## config.mk

```make
export PLATFORM = sky130hd
export DESIGN_NAME = mux_rr_arbiter
export DESIGN_NICKNAME = d
export VERILOG_FILES = /design/src/rtl/mux_rr_arbiter.sv
export SDC_FILE = /design/constraint.sdc
export NUM_CORES = 1
export LEC_CHECK = 0
export BUFFER_PORTS_ARGS = -buffer_cell sky130_fd_sc_hd__buf_2
export CAP_MARGIN = 30
export CORE_MARGIN = 2
export CORE_UTILIZATION = 52
export DETAILED_ROUTE_END_ITERATION = 12
export PLACE_DENSITY = 0.84
export SLEW_MARGIN = 20
export SYNTH_ARGS = -nofsm -noshare
export SYNTH_HDL_FRONTEND = slang
export SYNTH_SLANG_ARGS = --single-unit
export TNS_END_PERCENT = 50
```

## constraint.sdc

```tcl
create_clock -name clk -period 2.63 [get_ports clk]
set_input_delay 0.3945 -clock clk [delete_from_list [all_inputs] [get_ports clk]]
set_output_delay 0.3945 -clock clk [all_outputs]
set_load 0.02 [all_outputs]
```

## src/rtl/mux_rr_arbiter.sv

```systemverilog
// Round-robin arbiter granting one requester at a time ownership of a shared mux_switch path.
// Define MUX_ARB_GAP_EN to insert one break-before-make idle cycle on every handoff.
module mux_rr_arbiter #(
   parameter int N        = 4,
   parameter int SEL_W    = 2,
   parameter int MAX_HOLD = 8,
   parameter int CNT_W    = 4
) (
   input  logic             clk,
   input  logic             rst,
   input  logic [N-1:0]     req,
   output logic [N-1:0]     grant,
   output logic [SEL_W-1:0] sel,
   output logic             busy,
   output logic             timeout,
   output logic [1:0]       dbg_state
);

   typedef enum logic [1:0] {
      S_IDLE = 2'd0,
      S_OWN  = 2'd1,
      S_GAP  = 2'd2
   } state_t;

   state_t             r_state;
   logic [N-1:0]       r_grant;
   logic [SEL_W-1:0]   r_sel;
   logic [SEL_W-1:0]   r_last;
   logic [CNT_W-1:0]   r_cnt;
   logic               r_timeout;

   state_t             w_state_nxt;
   logic [N-1:0]       w_grant_nxt;
   logic [SEL_W-1:0]   w_sel_nxt;
   logic [SEL_W-1:0]   w_last_nxt;
   logic [CNT_W-1:0]   w_cnt_nxt;
   logic               w_timeout_nxt;

   logic               w_any;
   logic               w_owner_req;
   logic               w_hi_found;
   logic               w_lo_found;
   logic [SEL_W-1:0]   w_hi;
   logic [SEL_W-1:0]   w_lo;
   logic [SEL_W-1:0]   w_win;
   logic [N-1:0]       w_win_oh;
   logic               w_take;
   logic               w_handoff;

   // Rotating priority: first request above r_last wins, else first at or below it.
   always_comb begin
      w_any       = |req;
      w_owner_req = 1'b0;
      w_hi_found  = 1'b0;
      w_lo_found  = 1'b0;
      w_hi        = '0;
      w_lo        = '0;
      for (int k = 0; k < N; k++) begin
         if (req[k] && !w_hi_found && (k > int'(r_last))) begin
            w_hi_found = 1'b1;
            w_hi       = SEL_W'(k);
         end
         if (req[k] && !w_lo_found && (k <= int'(r_last))) begin
            w_lo_found = 1'b1;
            w_lo       = SEL_W'(k);
         end
         if (k == int'(r_last)) w_owner_req = req[k];
      end
      w_win    = w_hi_found ? w_hi : w_lo;
      w_win_oh = N'(1) << w_win;
   end

   always_comb begin
      w_state_nxt   = r_state;
      w_grant_nxt   = r_grant;
      w_sel_nxt     = r_sel;
      w_last_nxt    = r_last;
      w_cnt_nxt     = r_cnt;
      w_timeout_nxt = 1'b0;
      w_take        = 1'b0;
      w_handoff     = 1'b0;

      case (r_state)
         S_OWN: begin
            // A dropped request releases quietly even when the hold limit is reached.
            if (!w_owner_req) begin
               w_handoff = 1'b1;
            end else if (r_cnt == CNT_W'(MAX_HOLD)) begin
               w_handoff     = 1'b1;
               w_timeout_nxt = 1'b1;
            end else begin
               w_cnt_nxt = r_cnt + 1'b1;
            end
         end
         default: w_take = w_any;
      endcase

`ifdef MUX_ARB_GAP_EN
      if (w_handoff) begin
         w_state_nxt = S_GAP;
         w_grant_nxt = '0;
         w_cnt_nxt   = '0;
      end else if ((r_state == S_GAP) && !w_any) begin
         w_state_nxt = S_IDLE;
      end
`else
      if (w_handoff) begin
         if (w_any) begin
            w_take = 1'b1;
         end else begin
            w_state_nxt = S_IDLE;
            w_grant_nxt = '0;
            w_cnt_nxt   = '0;
         end
      end
`endif

      if (w_take) begin
         w_state_nxt = S_OWN;
         w_grant_nxt = w_win_oh;
         w_sel_nxt   = w_win;
         w_last_nxt  = w_win;
         w_cnt_nxt   = CNT_W'(1);
      end
   end

   // r_last starts at N-1 so requester 0 has top priority after reset.
   always_ff @(posedge clk or posedge rst) begin
      if (rst) begin
         r_state   <= S_IDLE;
         r_grant   <= '0;
         r_sel     <= '0;
         r_last    <= SEL_W'(N - 1);
         r_cnt     <= '0;
         r_timeout <= 1'b0;
      end else begin
         r_state   <= w_state_nxt;
         r_grant   <= w_grant_nxt;
         r_sel     <= w_sel_nxt;
         r_last    <= w_last_nxt;
         r_cnt     <= w_cnt_nxt;
         r_timeout <= w_timeout_nxt;
      end
   end

   assign grant     = r_grant;
   assign sel       = r_sel;
   assign busy      = |r_grant;
   assign timeout   = r_timeout;
   assign dbg_state = r_state;

endmodule
```

==> results of run 1 <==
routing by layer:
| metal | share of wire (%) | track usage (%) |
|---|---|---|
| met1 | 40 | 22.19 |
| met2 | 53 | 34.85 |
| met3 | 6.6 | 7.660 |
| met4 | 0.98 | 6.875 |
| met5 | 0 | 0 |
cell usage in the layout (no fill, tap or decap), drive strengths merged, types with 2 or more instances in the layout:
master / count
buf: 14
dfrtp: 12
inv: 7
nand3: 6
nand2: 4
a21oi: 4
o21ai: 4
clkbuf: 4
nor2: 3
nor3: 3
or2b: 2
nand2b: 2
o2bb2ai: 2
xnor2: 2
mux2: 2
ha: 2
dfstp: 2
and2: 2
worst max path at each step:
stage               slack, ns      to       from
floorplan                0.72  sel[0]  r_last[1]
global placement         0.69  sel[0]  r_last[1]
detailed placement       0.63  sel[0]  r_last[1]
CTS                      0.64  sel[0]  r_last[1]
global route             0.57  sel[0]  r_last[1]
finish                   0.64  sel[0]  r_last[1]
cells by family after synthesis:
group	after synthesis	synth area share [%]
flops	14	44.90
buf+inv	9	4.778
other cells	1	0.4772
xor+xnor	2	2.230
simple gates	26	19.90
mux	3	6.688
fa+ha+maj	2	3.184
compound gates	18	17.84
where the power goes:
group / switching [mW] / total [mW] / internal [mW]
combinational: 0.251 / 0.466 / 0.215
sequential: 0.0724 / 0.374 / 0.301
clock: 0.0706 / 0.155 / 0.0844
stage by stage:
stage	utilization, %	setup slack [ns]	instance area, sq um	power (mW)
3_3_place_gp	59.47	0.6888	864.6	0.8268
4_1_cts	61.96	0.6420	900.9	1.004
3_5_place_dp	59.47	0.6337	864.6	0.8455
6_report	61.96	0.6356	900.9	0.9948
5_1_grt	61.96	0.5750	900.9	1.067
2_1_floorplan	-	0.7227	785.8	0.7144
state kept, by name (all words and copies together), names as in the netlist:
| signal | flops |
|---|---|
| r_last | 2 |
| dbg_state | 1 |
| r_cnt | 4 |
| timeout | 1 |
| grant | 4 |
| sel | 2 |
cell type report:
class | count | area (sq um)
flip-flops and latches | 14 | 352.8
well taps | 16 | 20.02
repair buffers | 14 | 70.07
fillers | 111 | 553.0
inverters | 7 | 26.28
multi-input cells | 52 | 395.4
clock buffers | 4 | 36.28
==> run_results.csv, run 1 <==
group,metric,value,unit
critical_path,crit_chain,"mux4_2, and2_4, a21oi_4, mux2_4",
min_path,holdCritPathClass,"input pin to async pin",
global_routing,grtUsageTotal,20.09,%
logic_synthesis,synth_largest_area_cell,"sky130_fd_sc_hd__dfrtp_1",
routing,antenna_violating_nets_post_route,0,
clocking,clock_tree.root_cell,"sky130_fd_sc_hd__clkbuf_4",
sta,period_needed,1.994,ns
critical_path,crit_slowest_cell,"sky130_fd_sc_hd__dfstp_2",
sta,report.final.hold_viol_count,0,
clocking,post_cts.repair.setup_buffers,0,
sta,fin_skew,0.007896,ns
logic_synthesis,synthesis.yosys.warnings,0,
routing,routedWlPerCell,14.27,um
critical_path,worstSetupPathType,"flip-flop to flip-flop",
routing,detailed_routing_iteration_count_for_the_pre_antenna_repair_pass,4,
critical_path,slowest_delay,0.59,ns
clocking,worstSkewPairLatency,0.29,ns
logic_synthesis,synth-seq-area-share,44.90,%
clocking,htreeDepth,1,
clocking,cts.repair.resized,0,
sta,totalNegativeSetupSlack,0,ns
place,buffer_ports.inserted,14,
logic_synthesis,synthesized_flop_and_latch_total,14,
logic_synthesis,ys_async_sr_fraction,100.0,%
global_routing,first_global_vias,611,
critical_path,crit_cells,4,
sta,finalHoldWorstSlack,0.1202,ns
critical_path,worst-path-buf-inv,0,
logic_synthesis,post-synth-top-area-fraction,38.22,%
place,place.detailed.instances,103,
global_routing,initial_antenna_violation_count,0,
logic_synthesis,syn_nets,83,
final_layout,nNetsFinal,100,
final_layout,diodes,0,
floorplan,placementRows,14,
sta,worst_pin_slew,0.5125,ns
global_routing,grt_overflow,0,
logic_synthesis,syn-instance-count,75,
pwr,p_per_area,1104,mW/mm^2
clocking,clock-sinks,14,
floorplan,io-pin-count,16,
critical_path,ff2ff_setup_slack,0.64,ns
clocking,cts-buffers-inserted,3,
final_layout,share_of_layout_cells_above_drive_strength_1,32.97,%
clocking,clockBufferDepth,2,
pwr,peak_supply_drop,0.7763,mV
sta,timing.final.crit_share,75.83,%
final_layout,synth_to_final_area_change,14.65,%
critical_path,timing.rr.start,"r_last[1]",
final_layout,final-instance-count-excl-fill,107,
routing,drcViolationCount,0,
critical_path,data_arrival_at_the_endpoint_of_the_critical_path,2.18,ns
critical_path,cpLargestDelayFamily,"multiplexers",
sta,setup_violations,0,
critical_path,critical_path_required,2.81,ns
sta,max_freq,501.4,MHz
logic_synthesis,mean_cell_area_of_the_mapped_netlist,10.48,sq um
logic_synthesis,synth_enable_flop_cells,0,
routing,routed-via-count,626,
critical_path,worstSetupStartpointType,"flip-flop",
pwr,cellLeakagePower,0.4238,nW
outcome,status,"finished clean",
run,max_cap_viol_count,0,
floorplan,initial_standard_cell_utilization_of_the_core,54.04,%
logic_synthesis,netlist-cell-type-count,35,
floorplan,die_w,42.87,um
sta,grt_setup_unrepaired,"no",
clocking,register_clock_pin_slew_on_the_reported_worst_setup_and_hold_paths,0.08,ns
global_routing,largest_net_degree_at_the_start_of_global_routing,15,
logic_synthesis,synth_area,785.8,sq um
sta,max_slew_margin,65.61,%
logic_synthesis,ys_top_cells_by_area,"sky130_fd_sc_hd__dfrtp_1 (38%), sky130_fd_sc_hd__dfstp_2 (6.7%), sky130_fd_sc_hd__nand3_1 (3.8%)",
floorplan,dieHeight,42.87,um
routing,drt_iter0_markers,10,
place,place.gp.congestion,0.8361,
routing,postRouteWirelength,1527,um
floorplan,core_area,0.001454,sq mm
logic_synthesis,synth_ff_type,"sky130_fd_sc_hd__dfrtp_1",
global_routing,wire_length_of_the_first_global_routing_pass,2677,um
routing,vias_per_cell,5.850,
critical_path,sort_of_element_at_the_end_of_the_critical_path,"flip-flop",
floorplan,die_area,0.001838,sq mm
logic_synthesis,post_synth_most_frequent_cells,"sky130_fd_sc_hd__dfrtp_1 (12), sky130_fd_sc_hd__inv_1 (7), sky130_fd_sc_hd__nand3_1 (6)",
sta,final-max-slew-violation-count,0,
critical_path,worstPathMaxFanout,6,
critical_path,rr_worst_depth,4,
logic_synthesis,synth_most_common_cell,"sky130_fd_sc_hd__dfrtp_1",
clocking,cts_hold_buffers,0,
critical_path,timing.rr.end,"sel[0]",
clocking,cts_tree,"done",
place,hpwl,1154,um
No activity file was read; power rests on OpenSTA's default activity.
==> run 2: changes to the inputs <==
--- a/config.mk
+++ b/config.mk
@@ -7,10 +7,11 @@
 export LEC_CHECK = 0
 export BUFFER_PORTS_ARGS = -buffer_cell sky130_fd_sc_hd__buf_2
 export CAP_MARGIN = 30
+export CORE_ASPECT_RATIO = 1.25
 export CORE_MARGIN = 2
-export CORE_UTILIZATION = 52
+export CORE_UTILIZATION = 47
 export DETAILED_ROUTE_END_ITERATION = 12
-export PLACE_DENSITY = 0.84
+export PLACE_DENSITY = 0.81
 export SLEW_MARGIN = 20
 export SYNTH_ARGS = -nofsm -noshare
 export SYNTH_HDL_FRONTEND = slang
==> constraint.sdc (replaced) <==
create_clock -name clk -period 1.6 [get_ports clk]
set_input_delay 0.24 -clock clk [delete_from_list [all_inputs] [get_ports clk]]
set_output_delay 0.24 -clock clk [all_outputs]
set_load 0.02 [all_outputs]
==> run_results.csv, run 2 (synthesis results as in run 1) <==
group,metric,value,unit
place,place.gp.congestion,0.7236,
routing,antenna_violating_nets_post_route,0,
clocking,cts_tree,"done",
sta,max_slew_margin,65.11,%
routing,vias_per_cell,5.405,
global_routing,first_global_vias,667,
sta,finalHoldWorstSlack,0.3731,ns
min_path,min-delay-start,"req[0]",
global_routing,grt-busiest-layer,"met2",
sta,worst_pin_slew,0.5228,ns
critical_path,critical_path_required,1.78,ns
final_layout,nNetsFinal,117,
floorplan,placementRows,16,
min_path,holdCritPathClass,"input pin to flip-flop",
pwr,cellLeakagePower,0.5105,nW
clocking,htreeDepth,1,
critical_path,sort_of_element_at_the_end_of_the_critical_path,"flip-flop",
clocking,register_clock_pin_slew_on_the_reported_worst_setup_and_hold_paths,0.09,ns
final_layout,synth_to_final_area_change,33.44,%
floorplan,die_area,0.002017,sq mm
pwr,p_per_area,1786,mW/mm^2
outcome,failed_checks,"setup timing",
clocking,cts-buffers-inserted,3,
routing,drcViolationCount,0,
routing,drt_iter0_markers,10,
floorplan,die_w,40.57,um
pwr,peak_supply_drop,1.128,mV
final_layout,fill_cells,123,
global_routing,initial_antenna_violation_count,0,
critical_path,crit_slowest_cell,"sky130_fd_sc_hd__dfstp_2",
critical_path,data_arrival_at_the_endpoint_of_the_critical_path,2.05,ns
critical_path,worstSetupPathType,"flip-flop to flip-flop",
final_layout,share_of_layout_cells_above_drive_strength_1,45.37,%
floorplan,io-pin-count,16,
sta,report.final.hold_viol_count,0,
floorplan,initial_standard_cell_utilization_of_the_core,50.32,%
sta,crit_path_setup_slack_layout,-0.2707,ns
routing,routed-via-count,681,
global_routing,wire_length_of_the_first_global_routing_pass,2980,um
clocking,clock_tree.root_cell,"sky130_fd_sc_hd__clkbuf_4",
global_routing,grt_use_met1,27.41,%
place,place.detailed.instances,121,
final_layout,final_common_cell,"sky130_fd_sc_hd__buf_4",
clocking,post_cts.repair.setup_buffers,0,
routing,postRouteWirelength,1792,um
sta,grt_setup_unrepaired,"yes",
critical_path,cp-startpoint,"r_last[1]",
final_layout,final-instance-count-excl-fill,126,
clocking,clockBufferDepth,2,
critical_path,crit_chain,"mux4_2, and2_4, a21oi_4, mux2_4",
clocking,worstSkewPairLatency,0.28,ns
sta,setup_violations,13,
final_layout,mostFrequentLayoutCells,"sky130_fd_sc_hd__buf_4 (16), sky130_fd_sc_hd__buf_2 (14), sky130_fd_sc_hd__dfrtp_1 (12)",
sta,final-max-slew-violation-count,0,
global_routing,gr_layer_usage_met3,4.054,%
final_layout,multi_input_comb_area,410.4,sq um
place,hpwl,1328,um
clocking,clock-sinks,14,
global_routing,grt_overflow,0,
critical_path,slowest_delay,0.57,ns
routing,detailed_routing_iteration_count_for_the_pre_antenna_repair_pass,4,
floorplan,core_area,0.001562,sq mm
sta,fin_skew,0.002955,ns
outcome,status,"complete, but fails checks",
critical_path,timing.rr.start,"r_last[1]",
place,place_worst_setup_slack,-0.2393,ns
sta,timing.final.crit_share,116.9,%
global_routing,largest_net_degree_at_the_start_of_global_routing,15,
global_routing,met2_track_demand_over_resource_in_global_routing,35.98,%
floorplan,dieHeight,49.72,um
global_routing,grtUsageTotal,22.02,%
final_layout,area.sequential,352.8,sq um
routing,routedWlPerCell,14.22,um
critical_path,worstSetupStartpointType,"flip-flop",
sta,totalNegativeSetupSlack,-2.358,ns
place,buffer_ports.inserted,14,
critical_path,worstPathMaxFanout,4,
sta,max_freq,534.6,MHz
run,max_cap_viol_count,0,
sta,period_needed,1.871,ns
final_layout,diodes,0,
[run 2: final timing paths]
check | endpoint | slack (ns) | cells after the start
min in group asynchronous | grant[0] | 0.52 | 3
min | dbg_state[0] | 0.37 | 4
max | sel[0] | -0.27 | 4
min reg2reg | grant[3] | 0.51 | 1
max in group asynchronous | r_last[0] | 0.71 | 3
max reg2reg | sel[0] | -0.27 | 4
[run 2: stage by stage]
| step | cell area (sq um) | power, mW | util, % |
|---|---|---|---|
| 2_1_floorplan | 785.8 | 1.170 | - |
| 3_3_place_gp | 987.2 | 1.534 | 63.22 |
| 3_5_place_dp | 987.2 | 1.562 | 63.22 |
| 4_1_cts | 1039 | 1.833 | 66.51 |
| 5_1_grt | 1049 | 1.988 | 67.15 |
| 6_report | 1049 | 1.873 | 67.15 |
[run 2: critical path, delay by kind of cell (launching register included)]
kind | cells | cell delay [ns]
simple gates | 1 | 0.17
flops | 1 | 0.57
mux | 2 | 0.84
compound gates | 1 | 0.19
[run 2: what timing repair did]
action / CTS / global route
endpoints found under the hold margin: 12 / 0
pin swaps: 2 / 1
hold buffers: 1 / 0
endpoints found under the setup margin: 13 / 14
resized for setup: 1 / 4
[run 2: area by class of cell]
| class | count | share of cell area (%) |
|---|---|---|
| sequential | 14 | 33.65 |
| tap | 18 | 2.148 |
| multi-input combinational | 52 | 39.14 |
| timing repair buffer | 31 | 19.09 |
| clock buffer | 4 | 3.461 |
| inverter | 7 | 2.506 |
[run 2: layer usage]
metal	vias up	wire (um)
met5	-	0
met4	0	22
met3	3	64
met2	14	982
met1	332	723
li1	332	-
[run 2: where the power goes]
part | internal (mW) | switching, mW
combinational | 0.521 | 0.499
sequential | 0.494 | 0.0986
clock | 0.139 | 0.121
total | 1.15 | 0.719
==> run 3: changes to the inputs <==
--- a/config.mk
+++ b/config.mk
@@ -11,7 +11,7 @@
 export CORE_MARGIN = 2
 export CORE_UTILIZATION = 47
 export DETAILED_ROUTE_END_ITERATION = 12
-export PLACE_DENSITY = 0.81
+export PLACE_DENSITY = 0.79
 export SLEW_MARGIN = 20
 export SYNTH_ARGS = -nofsm -noshare
 export SYNTH_HDL_FRONTEND = slang
==> run_results.csv, run 3 (synthesis results as in run 1) <==
group,metric,value,unit
routing,postRouteWirelength,1595,um
sta,report.final.hold_viol_count,0,
sta,final-max-slew-violation-count,0,
pwr,peak_supply_drop,1.072,mV
critical_path,timing.rr.start,"r_last[1]",
place,buffer_ports.inserted,14,
final_layout,area.sequential,352.8,sq um
critical_path,worstSetupPathType,"flip-flop to flip-flop",
floorplan,die_w,40.57,um
global_routing,grtUsageTotal,20.79,%
global_routing,initial_antenna_violation_count,0,
outcome,status,"complete, but fails checks",
pwr,clkPwrFrac,11.6,%
pwr,switching_share_of_power,38.07,%
place,place_worst_setup_slack,-0.2049,ns
place,place.gp.congestion,0.7030,
critical_path,worst-path-buf-inv,0,
clocking,clock-sinks,14,
floorplan,initial_standard_cell_utilization_of_the_core,50.32,%
routing,drt_iter0_markers,13,
routing,vias_per_cell,5.508,
clocking,cts.repair.resized,0,
clocking,clock_tree.root_cell,"sky130_fd_sc_hd__clkbuf_4",
clocking,clockBufferDepth,2,
final_layout,fill_cells,126,
critical_path,crit_chain,"mux4_2, and2_4, a21oi_4, mux2_4",
sta,fin_skew,0.002466,ns
critical_path,timing.rr.end,"sel[0]",
routing,dr.max_layer_used,"met4",
clocking,worstSkewPairLatency,0.28,ns
sta,period_needed,1.815,ns
final_layout,multi_input_comb_area,395.4,sq um
sta,timing.final.crit_share,113.4,%
routing,routedLengthMet1,665,um
floorplan,core_area,0.001562,sq mm
pwr,p_per_area,1688,mW/mm^2
routing,dr_wl_met2,851,um
critical_path,data_arrival_at_the_endpoint_of_the_critical_path,1.98,ns
sta,crit_path_setup_slack_layout,-0.2150,ns
clocking,cts_tree,"done",
sta,grt_setup_unrepaired,"yes",
critical_path,slowest_delay,0.55,ns
final_layout,synth_to_final_area_change,28.82,%
sta,setup_violations,13,
clocking,register_clock_pin_slew_on_the_reported_worst_setup_and_hold_paths,0.08,ns
sta,totalNegativeSetupSlack,-1.361,ns
critical_path,crit_slowest_cell,"sky130_fd_sc_hd__dfstp_2",
critical_path,worstSetupStartpointType,"flip-flop",
sta,worst_pin_slew,0.5116,ns
place,hpwl,1293,um
sta,max_slew_margin,65.86,%
final_layout,share_of_layout_cells_above_drive_strength_1,41.51,%
critical_path,ff2ff_setup_slack,-0.21,ns
pwr,share_comb_of_total_power,54.2,%
min_path,worst_hold_path.endpoint,"dbg_state[0]",
min_path,min-delay-start,"req[3]",
critical_path,sort_of_element_at_the_end_of_the_critical_path,"flip-flop",
routing,met3RoutedLength,45,um
routing,routedWlPerCell,12.86,um
critical_path,cpLargestDelayFamily,"multiplexers",
critical_path,critical_path_required,1.77,ns
floorplan,die_area,0.002017,sq mm
outcome,failed_checks,"setup timing",
final_layout,final_common_cell,"sky130_fd_sc_hd__buf_4",
floorplan,dieHeight,49.72,um
clocking,cts-buffers-inserted,3,
global_routing,first_global_vias,668,
pwr,power_report.internal_total,1.058,mW
run,max_cap_viol_count,0,
floorplan,placementRows,16,
final_layout,mostFrequentLayoutCells,"sky130_fd_sc_hd__buf_4 (15), sky130_fd_sc_hd__buf_2 (14), sky130_fd_sc_hd__dfrtp_1 (12)",
pwr,net-switching-power,0.6506,mW
pwr,fraction_of_power_consumed_by_sequential_logic,34.3,%
critical_path,worstPathMaxFanout,3,
pwr,cellLeakagePower,0.4927,nW
routing,routed-via-count,683,
min_path,min_delay_path_depth,5,
final_layout,nNetsFinal,116,
final_layout,diodes,0,
global_routing,wire_length_of_the_first_global_routing_pass,2835,um
critical_path,rr_worst_depth,4,
min_path,holdCritPathClass,"input pin to flip-flop",
clocking,post_cts.repair.setup_buffers,0,
routing,antenna_violating_nets_post_route,0,
routing,detailed_routing_iteration_count_for_the_pre_antenna_repair_pass,4,
routing,drcViolationCount,0,
global_routing,largest_net_degree_at_the_start_of_global_routing,15,
floorplan,io-pin-count,16,
clocking,htreeDepth,1,
global_routing,grt_overflow,0,
sta,max_freq,551.0,MHz
run 3: changes by cell type in the layout (fill, tap and decap cells not counted), sizes merged:
cell,change
buf,-1
clkbuf,-1
run 3: worst register-to-register path: cells and delay by family, from the launching register on:
family / cells / cell delay, ns
AND/OR/NAND/NOR: 1 / 0.17
flip-flops: 1 / 0.55
multiplexers: 2 / 0.83
AO/OA/AOI/OAI: 1 / 0.16
run 3: cell type report:
| cell class | count | share of cell area, % |
|---|---|---|
| clock buffers | 3 | 2.225 |
| inverters | 7 | 2.596 |
| multi-input cells | 52 | 39.06 |
| flip-flops and latches | 14 | 34.86 |
| well taps | 18 | 2.225 |
| repair buffers | 30 | 19.04 |
run 3: timing repair:
item | 4_1_cts | 5_1_grt
endpoints found under the hold margin | 12 | 0
hold buffers | 1 | 0
setup endpoints to repair | 13 | 13
run 3: how the worst max path moves through the flow:
stage | startpoint | endpoint | cells after the start
6_report | r_last[1] | sel[0] | 4
5_1_grt | r_last[1] | sel[0] | 4
4_1_cts | r_last[1] | sel[0] | 4
3_5_place_dp | r_last[1] | sel[0] | 4
3_3_place_gp | r_last[1] | sel[0] | 4
2_1_floorplan | r_last[1] | sel[0] | 4
run 3: through the flow:
stage | hold WS, ns | total power [mW] | instance area, sq um | cells | util (%)
floorplan | 0.1278 | 1.170 | 785.8 | 75 | -
global placement | 0.2868 | 1.501 | 979.7 | 120 | 62.74
detailed placement | 0.2971 | 1.527 | 979.7 | 120 | 62.74
CTS | 0.3973 | 1.731 | 1012 | 124 | 64.82
global route | 0.4141 | 1.847 | 1012 | 124 | 64.82
finish | 0.4068 | 1.709 | 1012 | 124 | 64.82
run 3: power by group through the flow:
stage / combinational (mW) / sequential, mW / clock [mW]
2_1_floorplan: 0.503 / 0.668 / 0
3_3_place_gp: 0.914 / 0.587 / 0
3_5_place_dp: 0.939 / 0.588 / 0
4_1_cts: 0.940 / 0.587 / 0.204
5_1_grt: 1.02 / 0.607 / 0.219
6_report: 0.926 / 0.585 / 0.198
run 3: routing by layer:
metal,track usage (%),vias to the layer above
li1,-,330
met1,25.22,337
met2,34.13,12
met3,2.703,4
met4,10.00,0
met5,0,-
